===== config.mk =====
export PLATFORM = sky130hd
export DESIGN_NAME = dcim_macro_top_flat
export DESIGN_NICKNAME = d
export VERILOG_FILES = /design/src/rtl/dcim_macro_top_if.sv /design/src/rtl/dcim_macro_top.sv /design/src/flat_wrapper.sv
export SDC_FILE = /design/constraint.sdc
export NUM_CORES = 1
export LEC_CHECK = 0
export CORE_ASPECT_RATIO = 0.6
export CORE_MARGIN = 1.5
export CORE_UTILIZATION = 40
export CTS_CLUSTER_DIAMETER = 150
export CTS_CLUSTER_SIZE = 25
export DETAILED_ROUTE_END_ITERATION = 8
export GPL_ROUTABILITY_DRIVEN = 0
export GPL_TIMING_DRIVEN = 1
export SYNTH_ARGS = -nofsm -noshare
export SYNTH_HDL_FRONTEND = slang
export SYNTH_SLANG_ARGS = --single-unit

===== constraint.sdc =====
create_clock -name clk -period 30.7 [get_ports clk]
set_input_delay 4.605 -clock clk [delete_from_list [all_inputs] [get_ports clk]]
set_output_delay 4.605 -clock clk [all_outputs]
set_load 0.03 [all_outputs]

===== src/rtl/dcim_macro_top_if.sv =====
// dcim_macro_top_if
// Host <-> DCIM macro bus. Carries the compute request, the mode pins, the
// weight-row write port and the activation vector towards the macro, and
// the dot-product result and done flag back to the host.
//   start   : compute request, sampled on the rising clock edge
//   cima    : 0 unsigned, 1 signed two's complement (inputs and weights)
//   inwidth : input precision, 0 = 8-bit, 1 = 4-bit
//   wwidth  : weight precision, 0 = 8-bit, 1 = 4-bit
//   WA      : per-row write enables (multi-hot allowed)
//   D       : row write data, bit c goes to column c
//   xin0    : packed activations, lane k = xin0[8k+7:8k]
//   nout    : dot-product result
//   st      : done flag
interface dcim_macro_top_if #(
    parameter int ROWS = 8,
    parameter int COLS = 24,
    parameter int OUTW = 51
);
    logic                start;
    logic                cima;
    logic                inwidth;
    logic                wwidth;
    logic [ROWS-1:0]     WA;
    logic [COLS-1:0]     D;
    logic [8*COLS-1:0]   xin0;
    logic [OUTW-1:0]     nout;
    logic                st;

    // Host side drives requests and weights, observes the result
    modport master (
        output start, cima, inwidth, wwidth, WA, D, xin0,
        input  nout, st
    );

    // Macro side consumes requests and weights, produces the result
    modport slave (
        input  start, cima, inwidth, wwidth, WA, D, xin0,
        output nout, st
    );
endinterface


===== src/rtl/dcim_macro_top.sv =====
// dcim_macro_top
// Digital compute-in-memory macro. An 8-row x 24-column bit-cell array
// holds 24 bit-sliced weights (row r = weight bit r). On start the macro
// computes the dot product of the 24 latched activations with the stored
// weights, one input bit-plane per clock, LSB first, and presents the
// result on nout with st raised.
//   clk  : rising-edge clock
//   rstn : asynchronous active-low reset
//   bus  : dcim_macro_top_if slave (start, modes, WA/D, xin0, nout, st)
module dcim_macro_top #(
    parameter int ROWS = 8,
    parameter int COLS = 24,
    parameter int OUTW = 51
) (
    input  logic            clk,
    input  logic            rstn,
    dcim_macro_top_if.slave bus
);

    localparam int PCW = $clog2(COLS + 1);
    // Wide enough for the signed per-plane partial sum (|partial| <= 24*255)
    localparam int PW  = 16;

    typedef enum logic [1:0] {
        IDLE,
        COMPUTE,
        DONE
    } state_t;

    state_t state, state_next;

    logic [ROWS-1:0][COLS-1:0] weights;

    logic [8*COLS-1:0] x_lat;
    logic              cima_lat;
    logic              inw_lat;
    logic              ww_lat;
    logic [2:0]        bit_idx;
    logic [OUTW-1:0]   acc;
    logic [OUTW-1:0]   acc_next;
    logic [OUTW-1:0]   nout_r;
    logic              st_r;

    logic              do_load;
    logic              do_step;
    logic              do_finish;
    logic              last_plane;
    logic [2:0]        msb_row;

    logic [COLS-1:0]   plane;
    logic [PCW-1:0]    pc [ROWS];
    logic [PW-1:0]     partial;
    logic [PW-1:0]     term;
    logic [OUTW-1:0]   shifted;

    assign last_plane = (bit_idx == (inw_lat ? 3'd3 : 3'd7));
    assign msb_row    = ww_lat ? 3'd3 : 3'd7;

    // Weight array: no reset, each enabled row captures D on every edge
    always_ff @(posedge clk) begin
        for (int r = 0; r < ROWS; r++) begin
            if (bus.WA[r]) begin
                weights[r] <= bus.D;
            end
        end
    end

    // State register
    always_ff @(posedge clk or negedge rstn) begin
        if (!rstn) begin
            state <= IDLE;
        end else begin
            state <= state_next;
        end
    end

    // Next-state and datapath control; start is only honoured outside COMPUTE
    always_comb begin
        state_next = state;
        do_load    = 1'b0;
        do_step    = 1'b0;
        do_finish  = 1'b0;
        case (state)
            IDLE, DONE: begin
                if (bus.start) begin
                    do_load    = 1'b1;
                    state_next = COMPUTE;
                end
            end
            COMPUTE: begin
                do_step = 1'b1;
                if (last_plane) begin
                    do_finish  = 1'b1;
                    state_next = DONE;
                end
            end
            default: state_next = IDLE;
        endcase
    end

    // Current input bit-plane: bit b of every latched lane
    always_comb begin
        plane = '0;
        for (int k = 0; k < COLS; k++) begin
            logic [7:0] lane;
            lane     = x_lat[8*k +: 8];
            plane[k] = lane[bit_idx];
        end
    end

    // Per-row popcount of plane AND stored row
    always_comb begin
        for (int r = 0; r < ROWS; r++) begin
            pc[r] = '0;
            for (int c = 0; c < COLS; c++) begin
                pc[r] = pc[r] + PCW'(plane[c] & weights[r][c]);
            end
        end
    end

    // Row-weighted partial sum; in signed mode the top active row is negative
    always_comb begin
        partial = '0;
        term    = '0;
        for (int r = 0; r < ROWS; r++) begin
            if (r <= int'(msb_row)) begin
                term = PW'(pc[r]) << r;
                if (cima_lat && (r == int'(msb_row))) begin
                    partial = partial - term;
                end else begin
                    partial = partial + term;
                end
            end
        end
    end

    // Plane-weighted accumulate; in signed mode the last plane is negative
    always_comb begin
        shifted  = {{(OUTW-PW){partial[PW-1]}}, partial} << bit_idx;
        acc_next = (cima_lat && last_plane) ? (acc - shifted) : (acc + shifted);
    end

    // Operand latch, accumulator, bit index and result registers
    always_ff @(posedge clk or negedge rstn) begin
        if (!rstn) begin
            x_lat    <= '0;
            cima_lat <= 1'b0;
            inw_lat  <= 1'b0;
            ww_lat   <= 1'b0;
            bit_idx  <= '0;
            acc      <= '0;
            nout_r   <= '0;
            st_r     <= 1'b0;
        end else if (do_load) begin
            x_lat    <= bus.xin0;
            cima_lat <= bus.cima;
            inw_lat  <= bus.inwidth;
            ww_lat   <= bus.wwidth;
            bit_idx  <= '0;
            acc      <= '0;
            st_r     <= 1'b0;
        end else if (do_step) begin
            acc     <= acc_next;
            bit_idx <= bit_idx + 3'd1;
            if (do_finish) begin
                nout_r <= acc_next;
                st_r   <= 1'b1;
            end
        end
    end

    assign bus.nout = nout_r;
    assign bus.st   = st_r;

endmodule


===== src/flat_wrapper.sv =====
// flat-port wrapper written by rule: the top's interface ports become plain ports
module dcim_macro_top_flat 
#(
    parameter int ROWS = 8,
    parameter int COLS = 24,
    parameter int OUTW = 51
)
  (clk, rstn, bus_start, bus_cima, bus_inwidth, bus_wwidth, bus_WA, bus_D, bus_xin0, bus_nout, bus_st);
  dcim_macro_top_if #(.ROWS(ROWS), .COLS(COLS), .OUTW(OUTW)) bus_i ();
  input  logic clk;
  input  logic rstn;
  input wire logic [$bits(bus_i.start)-1:0] bus_start;
  input wire logic [$bits(bus_i.cima)-1:0] bus_cima;
  input wire logic [$bits(bus_i.inwidth)-1:0] bus_inwidth;
  input wire logic [$bits(bus_i.wwidth)-1:0] bus_wwidth;
  input wire logic [$bits(bus_i.WA)-1:0] bus_WA;
  input wire logic [$bits(bus_i.D)-1:0] bus_D;
  input wire logic [$bits(bus_i.xin0)-1:0] bus_xin0;
  output wire logic [$bits(bus_i.nout)-1:0] bus_nout;
  output wire logic [$bits(bus_i.st)-1:0] bus_st;
  assign bus_i.start = bus_start;
  assign bus_i.cima = bus_cima;
  assign bus_i.inwidth = bus_inwidth;
  assign bus_i.wwidth = bus_wwidth;
  assign bus_i.WA = bus_WA;
  assign bus_i.D = bus_D;
  assign bus_i.xin0 = bus_xin0;
  assign bus_nout = bus_i.nout;
  assign bus_st = bus_i.st;
  dcim_macro_top #(.ROWS(ROWS), .COLS(COLS), .OUTW(OUTW)) u_core (.clk(clk), .rstn(rstn), .bus(bus_i));
endmodule

==> summary.md, run 1 <==
* **highest fanout seen on the critical path** 47
* **Setup Total Neg Slack** 0 ps
* **largest net degree at the start of global routing** 180
* **die outline width** 364 µm
* **top cells by area in the synthesized netlist** dfrtp_1, edfxtp_1, fa_1
* **DRT Pass-1 Iters** 6
* **Longest Clk Path Bufs** 3
* **gr ovfl total** 0
* **Vias** 22043
* **number of remaining DRC errors** 0
* **TritonCTS buffer count** 23
* **Core Footprint** 77500 µm²
* **area enclosed by the die boundary** 80100 µm²
* **Min Clock Period, post-route** 20810 ps
* **post-synth top area cell** dfrtp_1
* **Max Transition Viols Final** 0
* **Tot GR Track Use** 0.216
* **quantity of gates resized following cts** 0
* **y dimension of the die** 220 µm
* **Slowest cell on crit path** a2111oi_0
* **H-Tree Depth** 1
* **sequential-to-total area share from yosys stat** 0.426
* **Worst-path clk slew** 110 ps
* **worst hold-check path type** reg -> reg
* **clock latency on the worst-skew pair** 610 ps
* **vias in the first global route** 22492
* **number of cells traversed by the worst register-to-register path** 78
* **transition time at the pin with the least slew margin** 1060 ps
* **Synth async-reset ratio** 0.612
* **worst path required time** 31180 ps
* **# clock sinks** 495
* **detail-routed net length per standard cell** 21.0 µm
* **area overhead of the layout relative to synthesis** 15.3%
* **critical path endpoint category** register
* **fin crit share** 0.678
* **post-synthesis net count** 3320
* **critical path startpoint category** register
* **unrepaired setup endpoints after global routing** no
* **result of the run** completed
* **number of buffers inserted by hold repair at cts** 0
* **initial standard-cell utilization of the core** 0.404
* **Slew headroom** 0.274
* **count of standard-cell rows** 79
* **synthesized cell area** 31300 µm²
* **post-detail-place hpwl** 66400 µm
* **library cells used by synthesis** 75
* **arrival time worst endpoint** 21300 ps
* **Final Hold Fails** 0
* **fill count** 7038
* **number of enable-type register cells in the synthesized netlist** 192
* **yosys warns** 0
* **maximum achievable frequency** 0.0480 GHz
* **Max Cap Viol** 0
* **Syn Area/Cell** 11.3 µm²
* **fraction of final layout cells sized beyond drive strength 1** 0.115
* **Yosys reg bits** 495
* **buffer cell driving the clock tree root** clkbuf_16
* **number of buffers inserted to repair setup after CTS** 0
* **primary flip-flop cell chosen by synthesis mapping** dfrtp_1
* **number of antenna violations at the first check in global routing** 16
* **hold-critical path depth** 2
* **Post-layout nets** 3573
* **clock skew after layout** 27.0 ps
* **top-area cell type share of the netlist area** 0.242
* **DRT antenna net count** 0
* **synthesized instance count** 2765
* **initial detailed-routing violation count** 1841
* **CTS tree** built
* **total length of routed wires** 85700 µm
* **number of endpoints failing setup at the final stage** 0
* **PortBufs** 281
* **top-level I/O count** 282
* **first-pass GRT wire length** 133000 µm
* **category of the most critical setup path** reg -> reg
* **CP peak stage delay** 960 ps
* **mean number of vias per cell** 5.39
metal layers:
metal  vias to the layer above  track usage  wire length (µm)
li1                      10161            -                 -
met1                     11135        0.333             42600
met2                       638        0.308             34800
met3                        85       0.0573              7120
met4                        24       0.0306              1130
met5                         -            0               150
Yosys cell counts, drive strengths merged (72+ instances only):
cell    count
a21o       72
a21oi     142
dfrtp     303
edfxtp    192
fa        144
ha        181
inv       198
mux2      206
nand2     352
nor2      108
nor2b     104
o21ai     112
xnor2      99
cell type report:
cell class              count  area (µm²)  area share
clock buffers              35         621      0.0172
multi-input cells        1982       16900       0.469
flip-flops and latches    495       13400       0.370
inverters                 198         743      0.0206
repair buffers            318        3090      0.0856
diodes                      4        10.0    0.000277
clock inverters             2        50.0     0.00139
well taps                1053        1320      0.0365
kinds of logic (layout without fill, tap and decap cells):
kind of cell	count (synthesis)	count (layout)	share of synthesized area
flip-flops	495	495	0.426
other	0	4	0
AND/OR/NAND/NOR	727	727	0.108
XOR/XNOR	152	152	0.0450
AO/OA/AOI/OAI	493	493	0.103
buffers and inverters	288	553	0.0345
multiplexers	285	285	0.119
adder cells (fa/ha/maj)	325	325	0.164
critical path: cells and delay by family (launching register included):
family / cells / cell delay (ps)
mux: 2 / 870
simple gates: 17 / 3340
buf+inv: 7 / 1220
compound gates: 30 / 6560
xor+xnor: 6 / 1330
flops: 1 / 910
fa+ha+maj: 16 / 6430
flip-flops by register name, summed over array words and instances (netlist names):
register and count:
u_core.ww_lat 1, u_core.cima_lat 1, u_core.bit_idx 3, u_core.weights 192, u_core.state 2, u_core.x_lat 192
u_core.bus.nout 51, u_core.bus.st 1, u_core.inw_lat 1, u_core.acc 51
worst paths after layout:
check	from	to	slack (ps)
min in group asynchronous	rstn	u_core.acc[11]$_DFFE_PN0P_	3900
worst min register to register	u_core.bus.nout[5]$_DFFE_PN0P_	u_core.bus.nout[5]$_DFFE_PN0P_	490
worst min-delay path	u_core.bus.nout[5]$_DFFE_PN0P_	u_core.bus.nout[5]$_DFFE_PN0P_	490
worst max register to register	u_core.bit_idx[0]$_DFFE_PN0P_	u_core.acc[50]$_DFFE_PN0P_	9890
max in group asynchronous	rstn	u_core.x_lat[66]$_DFFE_PN0P_	25400
worst max-delay path	u_core.bit_idx[0]$_DFFE_PN0P_	u_core.acc[50]$_DFFE_PN0P_	9890
cell usage in the layout (no fill, tap or decap), types with 6 or more instances in the layout:
| cell | n |
|---|---|
| or2_2 | 6 |
| o21ai_0 | 108 |
| o21a_1 | 17 |
| nor3b_1 | 12 |
| xor2_1 | 48 |
| a21oi_1 | 141 |
| nand4_1 | 7 |
| o21bai_1 | 21 |
| nand2_1 | 351 |
| buf_4 | 36 |
| and2_1 | 18 |
| clkbuf_1 | 12 |
| mux2i_1 | 28 |
| nand2b_1 | 37 |
| clkbuf_16 | 23 |
| nor2b_1 | 102 |
| or3_1 | 12 |
| xnor2_1 | 98 |
| a22o_1 | 34 |
| nor3_1 | 19 |
| clkdlybuf4s50_1 | 277 |
| a21boi_0 | 6 |
| mux2_2 | 204 |
| inv_1 | 197 |
| edfxtp_1 | 192 |
| nor4_1 | 9 |
| a31oi_1 | 12 |
| dfrtp_1 | 300 |
| fa_1 | 144 |
| ha_1 | 181 |
| a21o_1 | 71 |
| nor2_1 | 106 |
| and3_1 | 9 |
| a211oi_1 | 11 |
| o31ai_1 | 11 |
| nand3_1 | 24 |
| mux4_2 | 50 |
stage by stage:
stage / util / hold WS, ps / setup WS, ps / std cells / cell area (µm²)
CTS: 0.466 / 493 / 10080 / 4083 / 36100
detailed placement: 0.458 / 466 / 10140 / 4046 / 35500
global placement: 0.458 / 462 / 10660 / 4046 / 35500
floorplan: - / 450 / 11760 / 2765 / 31300
finish: 0.466 / 487 / 9890 / 4087 / 36100
global route: 0.466 / 511 / 8330 / 4085 / 36100
Power of run 1 is not shown: default switching activity piles up to over one toggle a cycle in this logic, so the estimate is an artifact.
==> run 2, diff against run 1 <==
clock period = 17.3 ns   (was 30.7 ns; I/O delays follow)
==> summary.md, run 2 (same netlist as run 1, synthesis figures left out) <==
* **result of the run** completed
* **count of standard-cell rows** 79
* **unrepaired setup endpoints after global routing** yes
* **total length of routed wires** 95200 µm
* **met3 track utilization from global routing** 0.0625
* **vias in the first global route** 24115
* **DRT antenna net count** 0
* **die outline width** 364 µm
* **global routing met2 resource utilization** 0.330
* **mean number of vias per cell** 5.31
* **critical path endpoint category** register
* **Worst path most repeated cell** buf_4
* **Core Footprint** 77500 µm²
* **maximum achievable frequency** 0.0594 GHz
* **worst hold path startpoint** u_core.bus.nout[32]$_DFFE_PN0P_
* **number of buffers inserted by hold repair at cts** 0
* **Post-layout nets** 3959
* **clock latency on the worst-skew pair** 650 ps
* **CTS tree** built
* **Critical R2R Capture** u_core.bus.nout[48]$_DFFE_PN0P_
* **Tot GR Track Use** 0.236
* **area overhead of the layout relative to synthesis** 28.5%
* **category of the most critical setup path** reg -> reg
* **Finished Cell Area** 40300 µm²
* **number of remaining DRC errors** 0
* **total placed instance area** 38200 µm²
* **fraction of final layout cells sized beyond drive strength 1** 0.265
* **Max Cap Viol** 0
* **H-Tree Depth** 1
* **Longest Clk Path Bufs** 3
* **TritonCTS buffer count** 24
* **y dimension of the die** 220 µm
* **# clock sinks** 495
* **largest net degree at the start of global routing** 118
* **detail-routed net length per standard cell** 21.3 µm
* **met1 global-route usage** 0.370
* **Min Clock Period, post-route** 16840 ps
* **Slew headroom** 0.295
* **end point of the worst hold path** u_core.bus.nout[32]$_DFFE_PN0P_
* **transition time at the pin with the least slew margin** 1060 ps
* **registers with the highest flip-flop counts** u_core.weights (192), u_core.x_lat (192)
* **initial detailed-routing violation count** 2208
* **gr ovfl total** 0
* **register-to-register path setup slack** 460 ps
* **fin crit share** 0.973
* **area enclosed by the die boundary** 80100 µm²
* **commonest non-fill, non-tap cells in the layout** buf_4, nand2_1, dfrtp_1
* **most common cell after layout, fill and taps aside** buf_4
* **fill count** 6755
* **PortBufs** 281
* **Worst-path clk slew** 110 ps
* **worst path required time** 17830 ps
* **arrival time worst endpoint** 17370 ps
* **CP peak stage delay** 610 ps
* **Vias** 23722
* **grt peak-use layer** met1
* **critical path startpoint category** register
* **Max Transition Viols Final** 0
* **clock skew after layout** 61.0 ps
* **post-detail-place hpwl** 74000 µm
* **Final Hold Fails** 0
* **first-pass GRT wire length** 144000 µm
* **Setup Total Neg Slack** 0 ps
* **worst hold-check path type** reg -> reg
* **startpoint of the worst register-to-register path** u_core.bit_idx[0]$_DFFE_PN0P_
* **buffer cell driving the clock tree root** clkbuf_16
* **initial standard-cell utilization of the core** 0.404
* **DRT Pass-1 Iters** 5
* **Post-Route Utilization** 0.520
* **Cell Count Post-Placement** 4388
* **top-level I/O count** 282
* **number of antenna violations at the first check in global routing** 5
* **number of cells in the finished layout apart from fillers** 4470
* **number of endpoints failing setup at the final stage** 0
* **number of cells traversed by the worst register-to-register path** 74
* **Slowest cell on crit path** fa_2
* **highest fanout seen on the critical path** 7
* **hold-critical path depth** 2
-- run 2: changes by cell type in the layout (fill, tap and decap cells not counted), moves of 15 or more --
cell / change
a21oi_1: -34
nand2_1: -15
buf_4: +363
o21ai_0: -32
ha_1: -23
o21ai_1: +22
a21oi_2: +30
-- run 2: layout make-up --
type / count / area, µm² / share of cell area
Tap cell: 1053 / 1320 / 0.0327
Sequential cell: 495 / 13400 / 0.332
Clock buffer: 35 / 642 / 0.0159
Clock inverter: 3 / 52.6 / 0.00130
Multi-Input combinational cell: 1982 / 18000 / 0.447
Antenna cell: 1 / 2.50 / 0.0000621
Timing Repair Buffer: 703 / 6170 / 0.153
Inverter: 198 / 743 / 0.0184
-- run 2: how the worst max path moves through the flow --
| stage | slack (ps) | from | end |
|---|---|---|---|
| 5_1_grt | -210 | u_core.bit_idx[0]$_DFFE_PN0P_ | u_core.bus.nout[48]$_DFFE_PN0P_ |
| 6_report | 460 | u_core.bit_idx[0]$_DFFE_PN0P_ | u_core.bus.nout[48]$_DFFE_PN0P_ |
| 2_1_floorplan | 40 | u_core.bit_idx[0]$_DFFE_PN0P_ | u_core.bus.nout[50]$_DFFE_PN0P_ |
| 4_1_cts | 5 | u_core.bit_idx[0]$_DFFE_PN0P_ | u_core.bus.nout[48]$_DFFE_PN0P_ |
| 3_5_place_dp | -680 | u_core.bit_idx[0]$_DFFE_PN0P_ | u_core.bus.nout[43]$_DFFE_PN0P_ |
| 3_3_place_gp | -550 | u_core.bit_idx[0]$_DFFE_PN0P_ | u_core.bus.nout[43]$_DFFE_PN0P_ |
-- run 2: per-layer routing --
metal,part of all wire,vias up
met5,0,-
met4,0.012,0
met1,0.49,12004
met2,0.41,739
li1,-,10921
met3,0.092,58
-- run 2: timing repair --
| action | CTS | global route |
|---|---|---|
| gates cloned | 1 | 1 |
| pin swaps | 17 | 161 |
| endpoints found under the setup margin | 40 | 59 |
| buffers inserted | 5 | 39 |
| resized for setup | 45 | 201 |
-- run 2: metrics by stage --
step | hold WS (ps) | setup WS [ps]
2_1_floorplan | 450 | 40.1
5_1_grt | 513 | -206
3_5_place_dp | 462 | -682
3_3_place_gp | 460 | -547
4_1_cts | 486 | 4.92
6_report | 481 | 459
-- run 2: critical path, delay by kind of cell, from the launching register on --
family	cells	cell delay (ps)
AOI/OAI and AO/OA	19	3160
xor gates and xnor gates	8	1600
adders and majority gates	17	6310
buffers and inverters	15	1790
DFF	1	560
muxes	3	1060
and+or+nand+nor	12	2170
Power of run 2 is left out for the same reason.
